File: src/rtl/burst_bus_arbiter_pkg.sv
// Shared types and constants for the burst memory port arbiter and its clients.
package burst_bus_arbiter_pkg;

    typedef enum logic [1:0] {
        ARB_IDLE,
        ARB_WR_BEATS,
        ARB_RD_WAIT
    } arb_state_e;

    localparam logic CMD_READ  = 1'b0;
    localparam logic CMD_WRITE = 1'b1;

    // Wide enough for beat indices 0..15 (bursts of up to 16 beats).
    localparam int unsigned BEAT_CNT_W = 4;

endpackage

File: src/rtl/burst_bus_arbiter_rr_priority_picker.sv
// Combinational round-robin picker: first set request at or above ptr, with wrap.
module burst_bus_arbiter_rr_priority_picker #(
    parameter int unsigned N   = 3,
    parameter int unsigned IDW = $clog2(N)
) (
    input  logic [N-1:0]   req_i,
    input  logic [IDW-1:0] ptr_i,
    output logic [N-1:0]   gnt_o,
    output logic [IDW-1:0] idx_o,
    output logic           valid_o
);

    int unsigned k;

    always_comb begin
        gnt_o   = '0;
        idx_o   = '0;
        valid_o = 1'b0;
        k       = 0;
        for (int unsigned off = 0; off < N; off++) begin
            k = (32'(ptr_i) + off) % N;
            if (!valid_o && req_i[IDW'(k)]) begin
                valid_o            = 1'b1;
                gnt_o[IDW'(k)]     = 1'b1;
                idx_o              = IDW'(k);
            end
        end
    end

endmodule

File: src/rtl/burst_bus_arbiter.sv
// Round-robin arbiter sharing one burst memory controller port among several masters;
// the port stays locked to the winner until its write or read burst completes.
module burst_bus_arbiter
    import burst_bus_arbiter_pkg::*;
#(
    parameter int unsigned NUM_MASTERS = 3,
    parameter int unsigned ADDR_WIDTH  = 21,
    parameter int unsigned DATA_WIDTH  = 64,
    parameter int unsigned MASK_WIDTH  = DATA_WIDTH / 8,
    parameter int unsigned BURST_BEATS = 4,
    parameter int unsigned IDW         = $clog2(NUM_MASTERS)
) (
    input  logic                               clk,
    input  logic                               reset,
    input  logic [NUM_MASTERS-1:0]             m_cmd_en,
    input  logic [NUM_MASTERS-1:0]             m_cmd,
    input  logic [NUM_MASTERS*ADDR_WIDTH-1:0]  m_addr,
    input  logic [NUM_MASTERS*DATA_WIDTH-1:0]  m_wr_data,
    input  logic [NUM_MASTERS*MASK_WIDTH-1:0]  m_data_mask,
    output logic [NUM_MASTERS-1:0]             m_ready,
    output logic [DATA_WIDTH-1:0]              m_rd_data,
    output logic [NUM_MASTERS-1:0]             m_rd_data_valid,
    output logic                               s_cmd_en,
    output logic                               s_cmd,
    output logic [ADDR_WIDTH-1:0]              s_addr,
    output logic [DATA_WIDTH-1:0]              s_wr_data,
    output logic [MASK_WIDTH-1:0]              s_data_mask,
    input  logic                               s_ready,
    input  logic [DATA_WIDTH-1:0]              s_rd_data,
    input  logic                               s_rd_data_valid,
    output logic                               busy,
    output logic [IDW-1:0]                     owner
);

    localparam logic [BEAT_CNT_W-1:0] LAST_BEAT = BEAT_CNT_W'(BURST_BEATS - 1);
    // Write beat 0 is the accept cycle, so WR_BEATS only walks beats 1..BURST_BEATS-1.
    localparam logic [BEAT_CNT_W-1:0] LAST_WR_CNT =
        BEAT_CNT_W'((BURST_BEATS >= 2) ? BURST_BEATS - 2 : 0);

    arb_state_e              state_q, state_d;
    logic [IDW-1:0]          owner_q, owner_d;
    logic [IDW-1:0]          rr_ptr_q, rr_ptr_d;
    logic [BEAT_CNT_W-1:0]   beat_cnt_q, beat_cnt_d;

    logic [NUM_MASTERS-1:0]  win_gnt;
    logic [IDW-1:0]          win_idx;
    logic                    win_valid;
    logic                    idle;
    logic                    accept;
    logic [IDW-1:0]          sel;

    logic [ADDR_WIDTH-1:0]   addr_arr [NUM_MASTERS];
    logic [DATA_WIDTH-1:0]   data_arr [NUM_MASTERS];
    logic [MASK_WIDTH-1:0]   mask_arr [NUM_MASTERS];

    burst_bus_arbiter_rr_priority_picker #(
        .N   (NUM_MASTERS),
        .IDW (IDW)
    ) u_picker (
        .req_i   (m_cmd_en),
        .ptr_i   (rr_ptr_q),
        .gnt_o   (win_gnt),
        .idx_o   (win_idx),
        .valid_o (win_valid)
    );

    always_comb begin
        for (int unsigned i = 0; i < NUM_MASTERS; i++) begin
            addr_arr[i] = m_addr[i*ADDR_WIDTH +: ADDR_WIDTH];
            data_arr[i] = m_wr_data[i*DATA_WIDTH +: DATA_WIDTH];
            mask_arr[i] = m_data_mask[i*MASK_WIDTH +: MASK_WIDTH];
        end
    end

    assign idle   = (state_q == ARB_IDLE) && !reset;
    assign accept = idle && win_valid && s_ready;
    // Winner drives the port in the accept cycle, the locked owner afterwards.
    assign sel    = (state_q == ARB_IDLE) ? win_idx : owner_q;

    always_comb begin
        m_ready = '0;
        if (idle && s_ready) begin
            m_ready = win_valid ? win_gnt : {NUM_MASTERS{1'b1}};
        end
        m_rd_data_valid = '0;
        if (!reset && (state_q == ARB_RD_WAIT) && s_rd_data_valid) begin
            m_rd_data_valid[owner_q] = 1'b1;
        end
    end

    assign s_cmd_en    = accept;
    assign s_cmd       = m_cmd[sel];
    assign s_addr      = addr_arr[sel];
    assign s_wr_data   = data_arr[sel];
    assign s_data_mask = mask_arr[sel];
    assign m_rd_data   = s_rd_data;
    assign busy        = !reset && (state_q != ARB_IDLE);
    assign owner       = owner_q;

    always_comb begin
        state_d    = state_q;
        owner_d    = owner_q;
        rr_ptr_d   = rr_ptr_q;
        beat_cnt_d = beat_cnt_q;
        unique case (state_q)
            ARB_IDLE: begin
                if (accept) begin
                    owner_d    = win_idx;
                    rr_ptr_d   = (win_idx == IDW'(NUM_MASTERS - 1)) ? '0 : win_idx + 1'b1;
                    beat_cnt_d = '0;
                    if (m_cmd[win_idx] == CMD_WRITE) begin
                        state_d = (BURST_BEATS == 1) ? ARB_IDLE : ARB_WR_BEATS;
                    end else begin
                        state_d = ARB_RD_WAIT;
                    end
                end
            end
            ARB_WR_BEATS: begin
                beat_cnt_d = beat_cnt_q + 1'b1;
                if (beat_cnt_q == LAST_WR_CNT) begin
                    state_d = ARB_IDLE;
                end
            end
            ARB_RD_WAIT: begin
                if (s_rd_data_valid) begin
                    beat_cnt_d = beat_cnt_q + 1'b1;
                    if (beat_cnt_q == LAST_BEAT) begin
                        state_d = ARB_IDLE;
                    end
                end
            end
            default: state_d = ARB_IDLE;
        endcase
    end

    always_ff @(posedge clk) begin
        if (reset) begin
            state_q    <= ARB_IDLE;
            owner_q    <= '0;
            rr_ptr_q   <= '0;
            beat_cnt_q <= '0;
        end else begin
            state_q    <= state_d;
            owner_q    <= owner_d;
            rr_ptr_q   <= rr_ptr_d;
            beat_cnt_q <= beat_cnt_d;
        end
    end

endmodule

File: config.mk
export PLATFORM = sky130hd
export DESIGN_NAME = burst_bus_arbiter
export DESIGN_NICKNAME = d
export VERILOG_FILES = /design/src/rtl/burst_bus_arbiter_pkg.sv /design/src/rtl/burst_bus_arbiter_rr_priority_picker.sv /design/src/rtl/burst_bus_arbiter.sv
export SDC_FILE = /design/constraint.sdc
export NUM_CORES = 1
export LEC_CHECK = 0
export BUFFER_PORTS_ARGS = -buffer_cell sky130_fd_sc_hd__buf_2
export CAP_MARGIN = 20
export CORE_AREA = 2 2 205 207
export CTS_CLUSTER_SIZE = 16
export DETAILED_ROUTE_END_ITERATION = 8
export DIE_AREA = 0 0 207 209
export GPL_ROUTABILITY_DRIVEN = 1
export GPL_TIMING_DRIVEN = 0
export PLACE_DENSITY = 0.41
export RECOVER_POWER = 50
export SLEW_MARGIN = 25
export SYNTH_ARGS = -nofsm -noshare
export SYNTH_HDL_FRONTEND = slang
export SYNTH_HIERARCHICAL = 1
export SYNTH_SLANG_ARGS = --single-unit
File: constraint.sdc
create_clock -name clk -period 2.9 [get_ports clk]
set_input_delay 0.58 -clock clk [delete_from_list [all_inputs] [get_ports clk]]
set_output_delay 0.58 -clock clk [all_outputs]
set_load 0.02 [all_outputs]
==> run metrics, run 1 <==
CP Depth 14; worst r2r path cells 11; Leak 4.18 nW; placed cells 1510; sequential share of power 2.2%; initial antenna violation count 3; ratio of cells with drive above 1 in the final layout 74.5%; fin nets 1381; hold endpoint beat_cnt_q[1]; grt met2 use 21.3%; vias in the first global route 5607; slew margin rel. 60.9%; Area Overhead vs Synth 161%; CTS clock-pin slew for the worst setup and hold paths 0.04 ns; hold depth 2; max-slew violations 0; CP Max Fanout 6; Die H 209 um; Rows 75; HPWL Detailed 21200 um; largest area contributor in the netlist mux2i_1; H-tree lvl count 1; most common cell after layout, fill and taps aside buf_2; CTS tree done; syn_area_per_cell 6.77 sq um; Layout Skew 0.00573 ns; Core Region 41300 sq um; quantity of I/O buffers inserted on ports 456; top post-synthesis cells by area mux2i_1 28%, buf_4 15%, nand2_1 12%; Crit path largest cell delay 0.33 ns; vias per inst 3.63; yosys warns 6; Sequential cell area 205 sq um; worst r2r dst beat_cnt_q[3]; Die Span X 207 um; largest net degree at the start of global routing 11; Avg WL per Cell 17.6 um; GRT Max-Usage Layer met2; DRC viols 0; RSZ-0062 raised after global routing true; Arrival @ worst endpoint 2.80 ns; TritonCTS buffer count 3; final setup TNS -37.82 ns; Switching Fraction 48.4%; kind of end point of the critical path primary output; Syn Nets 878; Overflow after GRT 0; die footprint 43300 sq um; worst slew pin tran 0.586 ns; register bit total from synthesis 10; share of synthesized registers carrying an async set or reset 0%; power density over the cells 1050 nW/um^2; startpoint types flop; DRT Pass-1 Iters 4; final hold vios 0; Syn Inst Count 515; Via Count 5668; Post-synth top flop dfxtp_1; final setup fails 94; Initial DRC Count 179; CP Cell Sequence buf_6 > ha_4 > buf_8 > inv_6 > a21oi_4 > o21ai_4 > a21oi_4 > mux2i_4 > buf_6 > buf_12 > clkbuf_16 > mux2i_4 > o21ai_2 > buf_6; Pint 4.91 mW; Starting Density 8.44%; Top Family by Delay on Critical Path buffers and inverters; routing usage on met1 13.5%; Crit path top cell by count buf_6; Hold WC Path Type reg -> reg; post-route insts no fill 1560; part of the power in combinational logic 94.9%; Post-CTS Hold Buffers 0; number of distinct library cells after synthesis 43; global-route wire length before repair 36700 um; critical path class reg -> out; Bufs on Longest Clock Path 2; Clk pwr share 2.9%; M3 GR Usage 1.65%; I/O pin count 521; Min Clock Period, post-route 3.38 ns; FILL cells 4560; status finished with violations; R2R Setup Slk 0.47 ns; area occupied by multi-input gates 3730 sq um; final setup margin -0.478 ns; Worst Path Required 2.32 ns; area share of the largest cell type after synthesis 27.9%; most frequent cells in the layout 328 x buf_2, 110 x buf_4, 62 x buf_6; CP bufs+invs 7; maximum clock frequency 296 MHz; clock root cell clkbuf_16; fin crit share 116%; Global Route Usage Sum 11.2%; Final GP Congestion 0.840; sw power 4.60 mW; RR Startpoint rr_ptr_q[1]; Post-Route WL 27500 um; worst min-delay path startpoint beat_cnt_q[1]; failing checks setup timing; Slowest cell on crit path dfxtp_2; Max Cap Viol 0; Sink Count 10; clock latency on the worst-skew pair 0.24 ns; VDD IR max 0.407 mV; mapped cell area 3480 sq um; antenna viol nets, final 0; EDFF count, synth 0; register area share after synthesis 5.75%
[how the worst max path moves through the flow]
| stage | slack (ns) | to | from |
|---|---|---|---|
| finish | -0.48 | s_wr_data[32] | rr_ptr_q[1] |
| global route | -0.61 | s_wr_data[32] | rr_ptr_q[1] |
| CTS | -0.65 | s_wr_data[62] | rr_ptr_q[1] |
| detailed placement | -1.18 | s_wr_data[15] | rr_ptr_q[0] |
| global placement | -1.37 | s_wr_data[9] | rr_ptr_q[1] |
| floorplan | -0.09 | s_wr_data[10] | rr_ptr_q[1] |
[power groups by stage]
stage	combinational (mW)	clock, mW	sequential (mW)
final	9.02	0.276	0.206
after global routing	9.49	0.290	0.213
after CTS	7.82	0.280	0.203
after detailed placement	5.35	0	0.199
after global placement	5.36	0	0.199
after floorplan	3.37	0	0.199
[synth_stat cells (4+ instances only)]
master      n
buf_2       9
dfxtp_1    10
mux2i_1    97
nand3_1     6
nor2_1      7
ha_1       10
o21ai_0    40
o21ai_1    60
nor2b_1     4
nand2b_1   11
inv_1      11
nand2_1   113
buf_6       8
buf_4      71
clkbuf_1   11
a21oi_1    13
[sequential cells by signal, indices dropped and copies added (netlist names)]
signal,cells
beat_cnt_q,4
owner,2
rr_ptr_q,2
state_q,2
[through the flow]
stage | power [mW] | cell area [sq um] | setup slack [ns] | hold WS, ns | utilization, %
2_1_floorplan | 3.57 | 3480 | -0.0942 | 0.476 | -
3_3_place_gp | 5.56 | 6440 | -1.37 | 0.496 | 15.6
3_5_place_dp | 5.55 | 6440 | -1.18 | 0.506 | 15.6
4_1_cts | 8.31 | 7960 | -0.648 | 0.512 | 19.3
5_1_grt | 9.99 | 9080 | -0.610 | 0.547 | 22.0
6_report | 9.50 | 9090 | -0.478 | 0.512 | 22.0
[routing by layer]
layer / share of wire, % / vias to the layer above
li1: - / 2744
met1: 40 / 2633
met2: 52 / 268
met3: 5.4 / 23
met4: 2.6 / 0
met5: 0 / -
[repair_timing]
item / in CTS / in global routing
resized for setup: 257 / 262
setup buffers: 27 / 7
setup endpoints to repair: 95 / 95
pin swaps: 15 / 34
gates cloned: 10 / 11
[worst min-delay path, stage by stage, from the launching register on]
cell      delay, ns
dfxtp_1        0.33
nand2b_1       0.08
a21oi_1        0.05
[cell families (layout without fill, tap and decap cells)]
| kind of cell | after synthesis | in the layout | share of synthesized area, % |
|---|---|---|---|
| simple gates | 153 | 153 | 19.0 |
| buf+inv | 112 | 614 | 21.8 |
| other cells | 0 | 4 | 0 |
| flops | 10 | 10 | 5.75 |
| fa+ha+maj | 10 | 10 | 3.59 |
| compound gates | 130 | 130 | 20.8 |
| mux | 100 | 100 | 29.1 |
[cell type report]
| type | instances | area share, % |
|---|---|---|
| Inverter | 11 | 0.537 |
| Sequential cell | 10 | 2.26 |
| Multi-Input combinational cell | 393 | 41.0 |
| Buffer | 97 | 9.99 |
| Clock buffer | 4 | 0.977 |
| Timing Repair Buffer | 502 | 37.7 |
| Tap cell | 539 | 7.42 |
| Antenna cell | 4 | 0.110 |
No activity file was read; power rests on OpenSTA's default activity.
==> run 2: changes to the inputs <==
--- a/config.mk
+++ b/config.mk
@@ -15,6 +15,7 @@
 export GPL_TIMING_DRIVEN = 0
 export PLACE_DENSITY = 0.41
 export RECOVER_POWER = 50
+export SETUP_SLACK_MARGIN = 0.5
 export SLEW_MARGIN = 25
 export SYNTH_ARGS = -nofsm -noshare
 export SYNTH_HDL_FRONTEND = slang
==> run metrics, run 2 (synthesis results as in run 1) <==
Max Cap Viol 0; initial antenna violation count 2; clock latency on the worst-skew pair 0.24 ns; DRT Pass-1 Iters 5; Arrival @ worst endpoint 2.81 ns; hold endpoint beat_cnt_q[1]; hold depth 2; Die H 209 um; overall power 8.32 mW; VDD IR max 0.458 mV; worst r2r dst beat_cnt_q[3]; quantity of I/O buffers inserted on ports 456; Core Region 41300 sq um; fin nets 1375; ratio of cells with drive above 1 in the final layout 70.0%; Layout Skew 0.00164 ns; maximum clock frequency 295 MHz; TritonCTS buffer count 3; kind of end point of the critical path primary output; Initial DRC Count 219; final hold vios 0; RSZ-0062 raised after global routing true; Bufs on Longest Clock Path 2; Final Cell Area 8580 sq um; Min Clock Period, post-route 3.39 ns; dpl ws -1.00 ns; Leak 4.25 nW; max-slew violations 0; final setup margin -0.494 ns; antenna viol nets, final 0; R2R Setup Slk 0.51 ns; fin crit share 117%; final setup fails 94; Hold WC Path Type reg -> reg; failing checks setup timing; global-route wire length before repair 32700 um; Post-Route WL 23000 um; status finished with violations; vias in the first global route 5484; worst slew pin tran 0.484 ns; Worst Path Required 2.32 ns; Area Overhead vs Synth 146%; Post-CTS Hold Buffers 0; vias per inst 3.55; Avg WL per Cell 14.8 um; CTS tree done; power density over the cells 969 nW/um^2; I/O pin count 521; largest net degree at the start of global routing 11; worst min-delay path startpoint beat_cnt_q[1]; worst r2r path cells 14; HPWL Detailed 18900 um; Sink Count 10; dpl cell area 6800 sq um; Starting Density 8.44%; clock root cell clkbuf_16; DRC viols 0; most frequent cells in the layout 318 x buf_2, 127 x buf_4, 75 x nand2_1; CP Max Fanout 8; critical path class reg -> out; RR Startpoint rr_ptr_q[1]; CTS clock-pin slew for the worst setup and hold paths 0.04 ns; Overflow after GRT 0; Final Util 20.8%; die footprint 43300 sq um; slew margin rel. 67.7%; H-tree lvl count 1; Final GP Congestion 0.827; Rows 75; most common cell after layout, fill and taps aside buf_2; register bank with the most flops beat_cnt_q; startpoint types flop; Via Count 5512; Global Route Usage Sum 9.59%; Die Span X 207 um; max FFs per register 4
run 2: cell count changes in the layout (fill, tap and decap cells not counted), sizes merged:
cell | before | now
clkbuf | 67 | 60
diode | 4 | 1
buf | 536 | 537
run 2: worst max path at each step:
stage / slack (ns) / end / start
3_3_place_gp: -0.98 / s_wr_data[33] / rr_ptr_q[0]
3_5_place_dp: -1.00 / s_wr_data[33] / rr_ptr_q[0]
6_report: -0.49 / s_addr[1] / rr_ptr_q[0]
2_1_floorplan: -0.04 / s_wr_data[11] / rr_ptr_q[1]
4_1_cts: -0.59 / s_wr_data[61] / rr_ptr_q[1]
5_1_grt: -0.63 / s_wr_data[22] / rr_ptr_q[1]
run 2: what timing repair did:
item	CTS	global route
setup buffers	22	7
resized for setup	275	81
endpoints found under the setup margin	102	103
pin swaps	28	10
hold endpoints to repair	0	0
gates cloned	5	2
run 2: critical path, stage by stage (launching register included):
cell       delay (ns)
dfxtp_4          0.37
inv_1            0.09
ha_4             0.25
buf_8            0.13
inv_2            0.07
nor2_1           0.07
o2111ai_4        0.23
nand3_4          0.10
mux2_4           0.30
and2_4           0.18
buf_12           0.14
buf_12           0.13
buf_12           0.12
buf_8            0.13
nand2_4          0.06
o21ai_4          0.07
buf_6            0.14
run 2: through the flow:
stage               cells  TNS [ns]  hold WS, ns
finish               1551    -40.77        0.517
global route         1551    -55.00        0.543
CTS                  1541    -50.07        0.517
detailed placement   1510    -70.27        0.511
global placement     1510    -68.42        0.497
floorplan             515     -2.24        0.476
run 2: metal layers:
metal  track usage, %  up-vias  share of wire [%]
li1                 -     2717                  -
met1             12.3     2524                 42
met2             17.1      250                 50
met3             1.44       19                6.4
met4             1.63        2                1.3
met5                0        -              0.056
run 2: layout make-up:
type	instances	area [sq um]
sequential	10	208
antenna	1	2.50
inverter	11	43.8
fill	4656	32700
tap	539	674
clock buffer	4	88.8
buffer	101	976
multi-input combinational	393	3410
timing repair buffer	492	3180
run 2: power breakdown:
| group | total [mW] | switching (mW) | leakage (nW) | internal (mW) |
|---|---|---|---|---|
| sequential | 0.208 | 0.0376 | 0.0828 | 0.170 |
| combinational | 7.84 | 3.96 | 4.12 | 3.87 |
| clock | 0.275 | 0.0673 | 0.0442 | 0.208 |
==> run 3: changes to the inputs <==
--- a/config.mk
+++ b/config.mk
@@ -7,10 +7,10 @@
 export LEC_CHECK = 0
 export BUFFER_PORTS_ARGS = -buffer_cell sky130_fd_sc_hd__buf_2
 export CAP_MARGIN = 20
-export CORE_AREA = 2 2 205 207
+export CORE_AREA = 2 2 200 202
 export CTS_CLUSTER_SIZE = 16
 export DETAILED_ROUTE_END_ITERATION = 8
-export DIE_AREA = 0 0 207 209
+export DIE_AREA = 0 0 202 204
 export GPL_ROUTABILITY_DRIVEN = 1
 export GPL_TIMING_DRIVEN = 0
 export PLACE_DENSITY = 0.41
==> constraint.sdc (replaced) <==
create_clock -name clk -period 4.1 [get_ports clk]
set_input_delay 0.82 -clock clk [delete_from_list [all_inputs] [get_ports clk]]
set_output_delay 0.82 -clock clk [all_outputs]
set_load 0.02 [all_outputs]
==> run metrics, run 3 (synthesis results as in run 1) <==
final hold vios 0; clock latency on the worst-skew pair 0.24 ns; DRT Pass-1 Iters 4; CTS clock-pin slew for the worst setup and hold paths 0.04 ns; WL met1 10000 um; Min Clock Period, post-route 3.77 ns; highest routing layer actually used met4; dpl ws -0.368 ns; Overflow after GRT 0; DR WL met2 12800 um; maximum clock frequency 265 MHz; VDD IR max 0.246 mV; clock root cell clkbuf_16; DRC viols 0; startpoint types flop; HPWL Detailed 20600 um; antenna viol nets, final 0; initial antenna violation count 0; Rows 73; Die Span X 202 um; Hold WC Path Type reg -> reg; Starting Density 8.89%; Post-Route WL 25100 um; vias in the first global route 5223; dpl cell area 6420 sq um; Leak 4.30 nW; critical path class reg -> out; Initial DRC Count 210; Global Route Usage Sum 10.6%; Final Util 22.1%; H-tree lvl count 1; Area Overhead vs Synth 148%; ratio of cells with drive above 1 in the final layout 68.0%; Worst Path Required 3.28 ns; fin nets 1371; met3 routed WL 1440 um; RSZ-0062 raised after global routing true; power density over the cells 686 nW/um^2; overall power 5.94 mW; post-route insts no fill 1532; worst slew pin tran 0.876 ns; TritonCTS buffer count 3; slew margin rel. 41.6%; Arrival @ worst endpoint 2.95 ns; Layout Skew 0.00128 ns; fin crit share 92.0%; largest net degree at the start of global routing 11; Via Count 5532; max-slew violations 0; most frequent cells in the layout 304 x buf_2, 94 x buf_4, 83 x clkbuf_1; CTS tree done; final setup fails 0; quantity of I/O buffers inserted on ports 456; Sink Count 10; die footprint 41200 sq um; Die H 204 um; placed cells 1496; Final GP Congestion 0.844; n_diodes 0; final setup margin 0.329 ns; max FFs per register 4; global-route wire length before repair 33000 um; kind of end point of the critical path primary output; Max Cap Viol 0; FILL cells 4375; status complete, no violations; Final Cell Area 8650 sq um; register bank with the most flops beat_cnt_q; Post-CTS Hold Buffers 0; CP Max Fanout 7; most common cell after layout, fill and taps aside buf_2; Avg WL per Cell 16.4 um; Bufs on Longest Clock Path 2; Core Region 39200 sq um; I/O pin count 521; vias per inst 3.61
run 3: metrics by stage:
stage	hold WS (ns)	setup TNS (ns)
after floorplan	0.476	0
after global routing	0.557	0
after global placement	0.499	-12.86
after CTS	0.511	0
after detailed placement	0.507	-13.84
final	0.510	0
run 3: final cells by class:
cell class                 count  area (sq um)  share of cell area, %
multi-input combinational    393          3640                   42.1
timing repair buffer         488          3090                   35.7
buffer                       101           930                   10.7
tap                          525           657                   7.59
sequential                    10           204                   2.36
clock buffer                   4          88.8                   1.03
inverter                      11          41.3                  0.477
run 3: routing by layer:
metal  track usage, %  up-vias
met3             1.16       24
met2             19.6      275
li1                 -     2707
met1             13.1     2526
met4             2.60        0
met5                0        -
run 3: power breakdown:
group	internal [mW]	leakage [nW]	switching (mW)
clock	0.147	0.0442	0.0461
combinational	2.62	4.17	2.99
sequential	0.120	0.0821	0.0247
total	2.88	4.30	3.06
run 3: worst paths after layout:
path                                    start  slack (ns)  cells past startpoint       endpoint
worst max register to register    rr_ptr_q[1]        1.02                     12  beat_cnt_q[2]
worst max-delay path              rr_ptr_q[1]        0.33                     18  s_wr_data[48]
worst min-delay path            beat_cnt_q[0]        0.51                      2  beat_cnt_q[0]
worst min register to register  beat_cnt_q[0]        0.51                      2  beat_cnt_q[0]
run 3: critical path, stage by stage (launching register included):
cell and delay, ns:
dfxtp_1 0.31, inv_1 0.11, ha_4 0.14, buf_6 0.10, clkbuf_1 0.25, nand2_1 0.14, nor3_2 0.15, o21ai_2 0.11
a21oi_4 0.17, mux2i_4 0.10, buf_12 0.14, and2_4 0.15, buf_8 0.13, buf_12 0.13, buf_12 0.13, clkbuf_16 0.16
nand2_4 0.07, o21ai_4 0.07, buf_6 0.15
run 3: what timing repair did:
item                                    in CTS  in global routing
setup buffers                               22                  1
resized for setup                          287                206
gates cloned                                 5                  4
endpoints found under the hold margin        0                  0
endpoints found under the setup margin      94                 89
pin swaps                                   31                 29
